File: src/rtl/uart_cmd_ctrl.sv
// ---------------------------------------------------------------------------
// uart_cmd_ctrl
//
// Command sequencer sitting between the UART RX/TX pair and the register
// file / ALU. Byte-framed commands arrive from the receiver; the sequencer
// issues register-file writes and reads, loads ALU operands, triggers ALU
// operations and pushes response bytes into the TX FIFO.
//
// Commands (first byte, decoded in IDLE only):
//   0xAA addr data   : register write
//   0xBB addr        : register read, one response byte
//   0xCC A B fun     : write A->OPA_ADDR, B->OPB_ADDR, then ALU op
//   0xDD fun         : ALU op on current operands, two response bytes (LO, HI)
//
// Ports:
//   CLK, RST           : clock, asynchronous active-low reset
//   RX_P_DATA/RX_D_VLD : received byte and its one-cycle valid strobe
//   RX_ERR             : parity/stop error qualifying RX_D_VLD
//   RF_ADDR            : register-file address (held between strobes)
//   RF_WR_EN/RF_WR_DATA: register-file write strobe and data
//   RF_RD_EN           : register-file read strobe
//   RF_RD_DATA/RF_RD_VLD: read data and its valid
//   ALU_EN/ALU_FUN     : ALU operation strobe and function code
//   ALU_OUT/ALU_OUT_VLD: ALU result and its valid
//   CLK_GATE_EN        : ALU clock-gate enable, high while an op is pending
//   TX_DATA/TX_WR_EN   : byte and push strobe toward the TX FIFO
//   TX_FULL            : TX FIFO full, stalls the send states
//   BUSY               : high whenever the FSM is not in IDLE
//
// All outputs are registered: strobes appear the cycle after the event
// that triggers them.
// ---------------------------------------------------------------------------
module uart_cmd_ctrl #(
  parameter int ADDR_WIDTH = 4,
  parameter int OPA_ADDR   = 0,
  parameter int OPB_ADDR   = 1
) (
  input  logic                  CLK,
  input  logic                  RST,
  input  logic [7:0]            RX_P_DATA,
  input  logic                  RX_D_VLD,
  input  logic                  RX_ERR,
  output logic [ADDR_WIDTH-1:0] RF_ADDR,
  output logic                  RF_WR_EN,
  output logic [7:0]            RF_WR_DATA,
  output logic                  RF_RD_EN,
  input  logic [7:0]            RF_RD_DATA,
  input  logic                  RF_RD_VLD,
  output logic                  ALU_EN,
  output logic [3:0]            ALU_FUN,
  input  logic [15:0]           ALU_OUT,
  input  logic                  ALU_OUT_VLD,
  output logic                  CLK_GATE_EN,
  output logic [7:0]            TX_DATA,
  output logic                  TX_WR_EN,
  input  logic                  TX_FULL,
  output logic                  BUSY
);

  typedef enum logic [3:0] {
    IDLE     = 4'd0,
    WR_ADDR  = 4'd1,
    WR_DATA  = 4'd2,
    RD_ADDR  = 4'd3,
    RD_WAIT  = 4'd4,
    OPA      = 4'd5,
    OPB      = 4'd6,
    FUN      = 4'd7,
    ALU_WAIT = 4'd8,
    SEND_RD  = 4'd9,
    SEND_LO  = 4'd10,
    SEND_HI  = 4'd11
  } state_e;

  localparam logic [7:0] CMD_WR      = 8'hAA;
  localparam logic [7:0] CMD_RD      = 8'hBB;
  localparam logic [7:0] CMD_ALU_OP  = 8'hCC;
  localparam logic [7:0] CMD_ALU_NOP = 8'hDD;

  localparam logic [ADDR_WIDTH-1:0] OPA_A = ADDR_WIDTH'(OPA_ADDR);
  localparam logic [ADDR_WIDTH-1:0] OPB_A = ADDR_WIDTH'(OPB_ADDR);

  // FSM state
  state_e state_q, state_d;

  // Internal latches: pending write address, read byte, ALU result
  logic [ADDR_WIDTH-1:0] wr_addr_q;
  logic [7:0]            rd_data_q;
  logic [15:0]           alu_res_q;

  // Output registers and their next-state values
  logic [ADDR_WIDTH-1:0] rf_addr_q,     rf_addr_d;
  logic                  rf_wr_en_q,    rf_wr_en_d;
  logic [7:0]            rf_wr_data_q,  rf_wr_data_d;
  logic                  rf_rd_en_q,    rf_rd_en_d;
  logic                  alu_en_q,      alu_en_d;
  logic [3:0]            alu_fun_q,     alu_fun_d;
  logic                  clk_gate_en_q, clk_gate_en_d;
  logic [7:0]            tx_data_q,     tx_data_d;
  logic                  tx_wr_en_q,    tx_wr_en_d;
  logic                  busy_q,        busy_d;

  // Qualified RX events: a good byte, or an errored byte that aborts
  logic byte_ok_s;
  logic byte_err_s;

  assign byte_ok_s  = RX_D_VLD & ~RX_ERR;
  assign byte_err_s = RX_D_VLD & RX_ERR;

  // State register
  always_ff @(posedge CLK or negedge RST) begin
    if (!RST) begin
      state_q <= IDLE;
    end else begin
      state_q <= state_d;
    end
  end

  // Next-state logic; an errored byte abandons any command in any state
  always_comb begin
    state_d = state_q;
    if (byte_err_s) begin
      state_d = IDLE;
    end else begin
      case (state_q)
        IDLE: begin
          if (byte_ok_s) begin
            case (RX_P_DATA)
              CMD_WR:      state_d = WR_ADDR;
              CMD_RD:      state_d = RD_ADDR;
              CMD_ALU_OP:  state_d = OPA;
              CMD_ALU_NOP: state_d = FUN;
              default:     state_d = IDLE;
            endcase
          end else begin
            state_d = IDLE;
          end
        end
        WR_ADDR: begin
          if (byte_ok_s) state_d = WR_DATA;
          else           state_d = WR_ADDR;
        end
        WR_DATA: begin
          if (byte_ok_s) state_d = IDLE;
          else           state_d = WR_DATA;
        end
        RD_ADDR: begin
          if (byte_ok_s) state_d = RD_WAIT;
          else           state_d = RD_ADDR;
        end
        RD_WAIT: begin
          if (RF_RD_VLD) state_d = SEND_RD;
          else           state_d = RD_WAIT;
        end
        OPA: begin
          if (byte_ok_s) state_d = OPB;
          else           state_d = OPA;
        end
        OPB: begin
          if (byte_ok_s) state_d = FUN;
          else           state_d = OPB;
        end
        FUN: begin
          if (byte_ok_s) state_d = ALU_WAIT;
          else           state_d = FUN;
        end
        ALU_WAIT: begin
          if (ALU_OUT_VLD) state_d = SEND_LO;
          else             state_d = ALU_WAIT;
        end
        SEND_RD: begin
          if (!TX_FULL) state_d = IDLE;
          else          state_d = SEND_RD;
        end
        SEND_LO: begin
          if (!TX_FULL) state_d = SEND_HI;
          else          state_d = SEND_LO;
        end
        SEND_HI: begin
          if (!TX_FULL) state_d = IDLE;
          else          state_d = SEND_HI;
        end
        default: state_d = IDLE;
      endcase
    end
  end

  // Output next-state logic; data-carrying outputs hold unless a strobe fires
  always_comb begin
    rf_addr_d     = rf_addr_q;
    rf_wr_en_d    = 1'b0;
    rf_wr_data_d  = rf_wr_data_q;
    rf_rd_en_d    = 1'b0;
    alu_en_d      = 1'b0;
    alu_fun_d     = alu_fun_q;
    clk_gate_en_d = 1'b0;
    tx_data_d     = tx_data_q;
    tx_wr_en_d    = 1'b0;
    busy_d        = (state_d != IDLE);
    if (byte_err_s) begin
      // Abort: no strobe, clock gate released, held values untouched
      clk_gate_en_d = 1'b0;
    end else begin
      case (state_q)
        WR_DATA: begin
          if (byte_ok_s) begin
            rf_wr_en_d   = 1'b1;
            rf_addr_d    = wr_addr_q;
            rf_wr_data_d = RX_P_DATA;
          end else begin
            rf_wr_en_d   = 1'b0;
          end
        end
        RD_ADDR: begin
          if (byte_ok_s) begin
            rf_rd_en_d = 1'b1;
            rf_addr_d  = RX_P_DATA[ADDR_WIDTH-1:0];
          end else begin
            rf_rd_en_d = 1'b0;
          end
        end
        OPA: begin
          if (byte_ok_s) begin
            rf_wr_en_d   = 1'b1;
            rf_addr_d    = OPA_A;
            rf_wr_data_d = RX_P_DATA;
          end else begin
            rf_wr_en_d   = 1'b0;
          end
        end
        OPB: begin
          if (byte_ok_s) begin
            rf_wr_en_d   = 1'b1;
            rf_addr_d    = OPB_A;
            rf_wr_data_d = RX_P_DATA;
          end else begin
            rf_wr_en_d   = 1'b0;
          end
        end
        FUN: begin
          if (byte_ok_s) begin
            alu_en_d      = 1'b1;
            alu_fun_d     = RX_P_DATA[3:0];
            clk_gate_en_d = 1'b1;
          end else begin
            alu_en_d      = 1'b0;
          end
        end
        ALU_WAIT: begin
          // Gate stays open until the result valid is observed
          clk_gate_en_d = ~ALU_OUT_VLD;
        end
        SEND_RD: begin
          if (!TX_FULL) begin
            tx_wr_en_d = 1'b1;
            tx_data_d  = rd_data_q;
          end else begin
            tx_wr_en_d = 1'b0;
          end
        end
        SEND_LO: begin
          if (!TX_FULL) begin
            tx_wr_en_d = 1'b1;
            tx_data_d  = alu_res_q[7:0];
          end else begin
            tx_wr_en_d = 1'b0;
          end
        end
        SEND_HI: begin
          if (!TX_FULL) begin
            tx_wr_en_d = 1'b1;
            tx_data_d  = alu_res_q[15:8];
          end else begin
            tx_wr_en_d = 1'b0;
          end
        end
        default: begin
          rf_wr_en_d = 1'b0;
        end
      endcase
    end
  end

  // Output registers
  always_ff @(posedge CLK or negedge RST) begin
    if (!RST) begin
      rf_addr_q     <= '0;
      rf_wr_en_q    <= 1'b0;
      rf_wr_data_q  <= 8'h00;
      rf_rd_en_q    <= 1'b0;
      alu_en_q      <= 1'b0;
      alu_fun_q     <= 4'h0;
      clk_gate_en_q <= 1'b0;
      tx_data_q     <= 8'h00;
      tx_wr_en_q    <= 1'b0;
      busy_q        <= 1'b0;
    end else begin
      rf_addr_q     <= rf_addr_d;
      rf_wr_en_q    <= rf_wr_en_d;
      rf_wr_data_q  <= rf_wr_data_d;
      rf_rd_en_q    <= rf_rd_en_d;
      alu_en_q      <= alu_en_d;
      alu_fun_q     <= alu_fun_d;
      clk_gate_en_q <= clk_gate_en_d;
      tx_data_q     <= tx_data_d;
      tx_wr_en_q    <= tx_wr_en_d;
      busy_q        <= busy_d;
    end
  end

  // Command data latches: write address, read response, ALU result
  always_ff @(posedge CLK or negedge RST) begin
    if (!RST) begin
      wr_addr_q <= '0;
      rd_data_q <= 8'h00;
      alu_res_q <= 16'h0000;
    end else if (byte_err_s) begin
      wr_addr_q <= wr_addr_q;
      rd_data_q <= rd_data_q;
      alu_res_q <= alu_res_q;
    end else begin
      if ((state_q == WR_ADDR) && byte_ok_s) begin
        wr_addr_q <= RX_P_DATA[ADDR_WIDTH-1:0];
      end else begin
        wr_addr_q <= wr_addr_q;
      end
      if ((state_q == RD_WAIT) && RF_RD_VLD) begin
        rd_data_q <= RF_RD_DATA;
      end else begin
        rd_data_q <= rd_data_q;
      end
      if ((state_q == ALU_WAIT) && ALU_OUT_VLD) begin
        alu_res_q <= ALU_OUT;
      end else begin
        alu_res_q <= alu_res_q;
      end
    end
  end

  assign RF_ADDR     = rf_addr_q;
  assign RF_WR_EN    = rf_wr_en_q;
  assign RF_WR_DATA  = rf_wr_data_q;
  assign RF_RD_EN    = rf_rd_en_q;
  assign ALU_EN      = alu_en_q;
  assign ALU_FUN     = alu_fun_q;
  assign CLK_GATE_EN = clk_gate_en_q;
  assign TX_DATA     = tx_data_q;
  assign TX_WR_EN    = tx_wr_en_q;
  assign BUSY        = busy_q;

endmodule

File: config.mk
export PLATFORM = sky130hd
export DESIGN_NAME = uart_cmd_ctrl
export DESIGN_NICKNAME = d
export VERILOG_FILES = /design/src/rtl/uart_cmd_ctrl.sv
export SDC_FILE = /design/constraint.sdc
export NUM_CORES = 1
export LEC_CHECK = 0
export CAP_MARGIN = 40
export CORE_MARGIN = 2
export CORE_UTILIZATION = 44
export DETAILED_ROUTE_END_ITERATION = 8
export PLACE_DENSITY = 0.78
export SLEW_MARGIN = 20
export SYNTH_ARGS = -nofsm -noshare
export SYNTH_HDL_FRONTEND = slang
export SYNTH_SLANG_ARGS = --single-unit
File: constraint.sdc
create_clock -name CLK -period 1.55 [get_ports CLK]
set_input_delay 0.3875 -clock CLK [delete_from_list [all_inputs] [get_ports CLK]]
set_output_delay 0.3875 -clock CLK [all_outputs]
set_load 0.02 [all_outputs]
==> metrics.yaml <==
critical_path:
  timing.rr.start: "state_q[0]"
  start_kind: "register"
  crit_slowest_cell: "dfrtp_2"
  crit_arrival_ns: 1.91
  critical-path-max-stage-delay_ns: 0.44
  crit_path_max_fanout: 5
  critPathRequiredTime_ns: 1.80
  crit_path_start: "state_q[0]"
  endpoint_kind: "register"
  critPathCapture: "BUSY"
  worstPathCellList: "buf_6, nor2_4, buf_4, nand3_1, a31oi_1, nor2_1, a41oi_1"
  critical_path_class: "register to register"
  rr_worst_depth: 7
  reg2reg_slack_ns: -0.11
  r2r_end: "BUSY"
floorplan:
  dieArea_mm2: 0.00711
  coreArea_mm2: 0.00628
  die_w_um: 84.3
  initial_utilization_pct: 45.2
  num_rows: 29
  fp.dieH_um: 84.3
  io_pins: 69
synth:
  yosysSeqAreaShare_pct: 54.7
  netlist.area_leader.share_pct: 54.7
  ys_top_cells_by_area: "dfrtp_1 (55%), mux2_2 (13%), mux2_4 (4.2%)"
  ys_ff_latch: 62
  synth_cell_types: 42
  synth_warnings: 0
  syn_avg_cell_area_um2: 11.8
  yosysTopAreaCell: "dfrtp_1"
  syn_nets: 280
  synth_area_mm2: 0.00284
  synth_cells: 241
clock_network:
  cts_tree: "yes"
  root_buffer: "clkbuf_8"
  cts.clk_slew.worst_paths_ns: 0.06
  cts_buffers: 9
  clkLatencyLatePin_ns: 0.34
  cts_hold_buf: 0
  cts.sink_count: 62
  cts.path.max_buffers: 2
  htreeDepth: 3
global_route:
  overflow: 0
  grt_max_degree: 63
  antenna_found_initial: 0
  use_met3_pct: 4.33
  grt_first_pass_wirelength_um: 10800
  grt_pass1_vias: 2259
  grtUsageTotal_pct: 19.4
  gr-usage-met2_pct: 29.1
  grtUsageMet1_pct: 26.5
  grt.busiest_layer: "met2"
routing:
  postRouteWirelength_um: 6790
  firstDrtPassIters: 4
  ant_nets: 0
  drc: 0
  drt_iter0_markers: 124
  wl_per_cell_um: 15.6
  num_vias: 2258
  via_per_inst: 5.18
layout:
  nNetsFinal: 395
  fillers: 490
  final_area_mm2: 0.00423
  antennaDiodeCount: 0
  syn2layout_area_growth_pct: 48.9
  layout_common_cells: "dfrtp_1 (59), buf_4 (38), dlygate4sd2_1 (35), mux2_2 (32)"
  fin_util_pct: 67.3
  layout-drive-gt1-share_pct: 35.1
  final_common_cell: "dfrtp_1"
timing:
  rsz0062_at_grt: "true"
  relSlewSlack_pct: 78.7
  tightest_slew_ns: 0.317
  setup_viol: 9
  timing.final.ws_setup_ns: -0.110
  finalClockSkew_ns: 0.00930
  fin_tns_setup_ns: -0.574
  timing.fmax_ghz: 0.602
  hold_viol: 0
  finalCriticalPeriod_ns: 1.66
  finalCritPeriodShare_pct: 107
  slew_violations: 0
placed_design:
  io_buffers: 68
  dp_hpwl_um: 4770
  post_dp_cell_area_mm2: 0.00392
  place_ws_ns: -0.496
  finalWeightedCongestion: 1.01
pwr:
  p_leak_nw: 2.08
  total_power_mw: 3.21
  ir_drop_mv: 0.529
  power_per_cell_area_mw_per_mm2: 761
hold_path:
  hold_class: "input pin to async pin"
run:
  drv_cap: 0
status:
  status: "complete, but fails checks"
  violations: "negative setup slack"
==> per-layer routing <==
| metal | share of wire [%] | routed length [um] |
|---|---|---|
| met1 | 45 | 3050 |
| met2 | 48 | 3290 |
| met3 | 4.7 | 319 |
| met4 | 2.1 | 143 |
| met5 | 0 | 0 |
==> critical path: cells and delay by family (launching register included) <==
kind                   cells  cell delay, ns
AO/OA/AOI/OAI              2            0.44
AND/OR/NAND/NOR            3            0.41
buffers and inverters      2            0.29
flip-flops                 1            0.44
==> layout make-up <==
type                    count  area [um^2]  share of cell area [%]
flip-flops and latches     62         1560                    36.8
multi-input cells         166         1360                    32.2
repair buffers            114         1040                    24.7
clock buffers              12          145                    3.43
well taps                  77         96.3                    2.28
inverters                   3         11.3                   0.267
clock inverters             2         10.0                   0.237
==> worst min-delay path by stage <==
stage,start,endpoint,depth (start not counted)
floorplan,RST,ALU_EN,0
global placement,RST,alu_res_q[7],2
detailed placement,RST,alu_res_q[9],2
CTS,RST,rd_data_q[4],2
global route,RST,alu_res_q[5],2
finish,RST,alu_res_q[7],2
==> Yosys cell counts (all sizes together) <==
cell type  count
a2111o         1
a211o          2
a21boi         1
a21oi          4
a22oi          3
a31oi          1
a32o           1
a41oi          2
and2           1
and2b          1
and3b          1
buf            7
clkbuf         3
dfrtp         62
inv            3
mux2          41
mux2i          8
nand2         32
nand2b         6
nand3          5
nand3b         2
nand4          3
nor2           9
nor2b          4
nor3           2
nor3b          1
nor4           3
nor4bb         2
o211ai         1
o21a           2
o21ai         22
o21bai         1
o22ai          1
o32ai          1
or3            1
xnor2          1
==> logic make-up after synthesis <==
group	share of synthesized area (%)
AND/OR/NAND/NOR	13.3
XOR/XNOR	0.309
flip-flops	54.7
buffers and inverters	2.12
multiplexers	20.2
AO/OA/AOI/OAI	9.44
==> where the power goes <==
group / total (mW) / switching [mW] / internal [mW] / leakage (nW)
combinational: 0.346 / 0.157 / 0.189 / 1.16
sequential: 1.69 / 0.0250 / 1.67 / 0.840
clock: 1.18 / 0.577 / 0.601 / 0.0821
==> sequential cells by signal (all words and copies together), names as in the netlist, 4 cells and up <==
signal and count:
alu_res_q 16, RF_WR_DATA 8, TX_DATA 8, rd_data_q 8
state_q 4, wr_addr_q 4, RF_ADDR 4, ALU_FUN 4
==> per-stage QoR <==
| stage | instances | hold slack [ns] |
|---|---|---|
| floorplan | 241 | 0.0919 |
| global placement | 417 | 0.413 |
| detailed placement | 417 | 0.426 |
| CTS | 433 | 0.0628 |
| global route | 436 | 0.0699 |
| finish | 436 | 0.0514 |
==> timing repair <==
action | 4_1_cts | 5_1_grt
gates cloned | 0 | 2
resized for setup | 50 | 27
pin swaps | 8 | 5
endpoints found under the setup margin | 66 | 49
setup buffers | 2 | 1
Power figures use the tool's default switching activity.
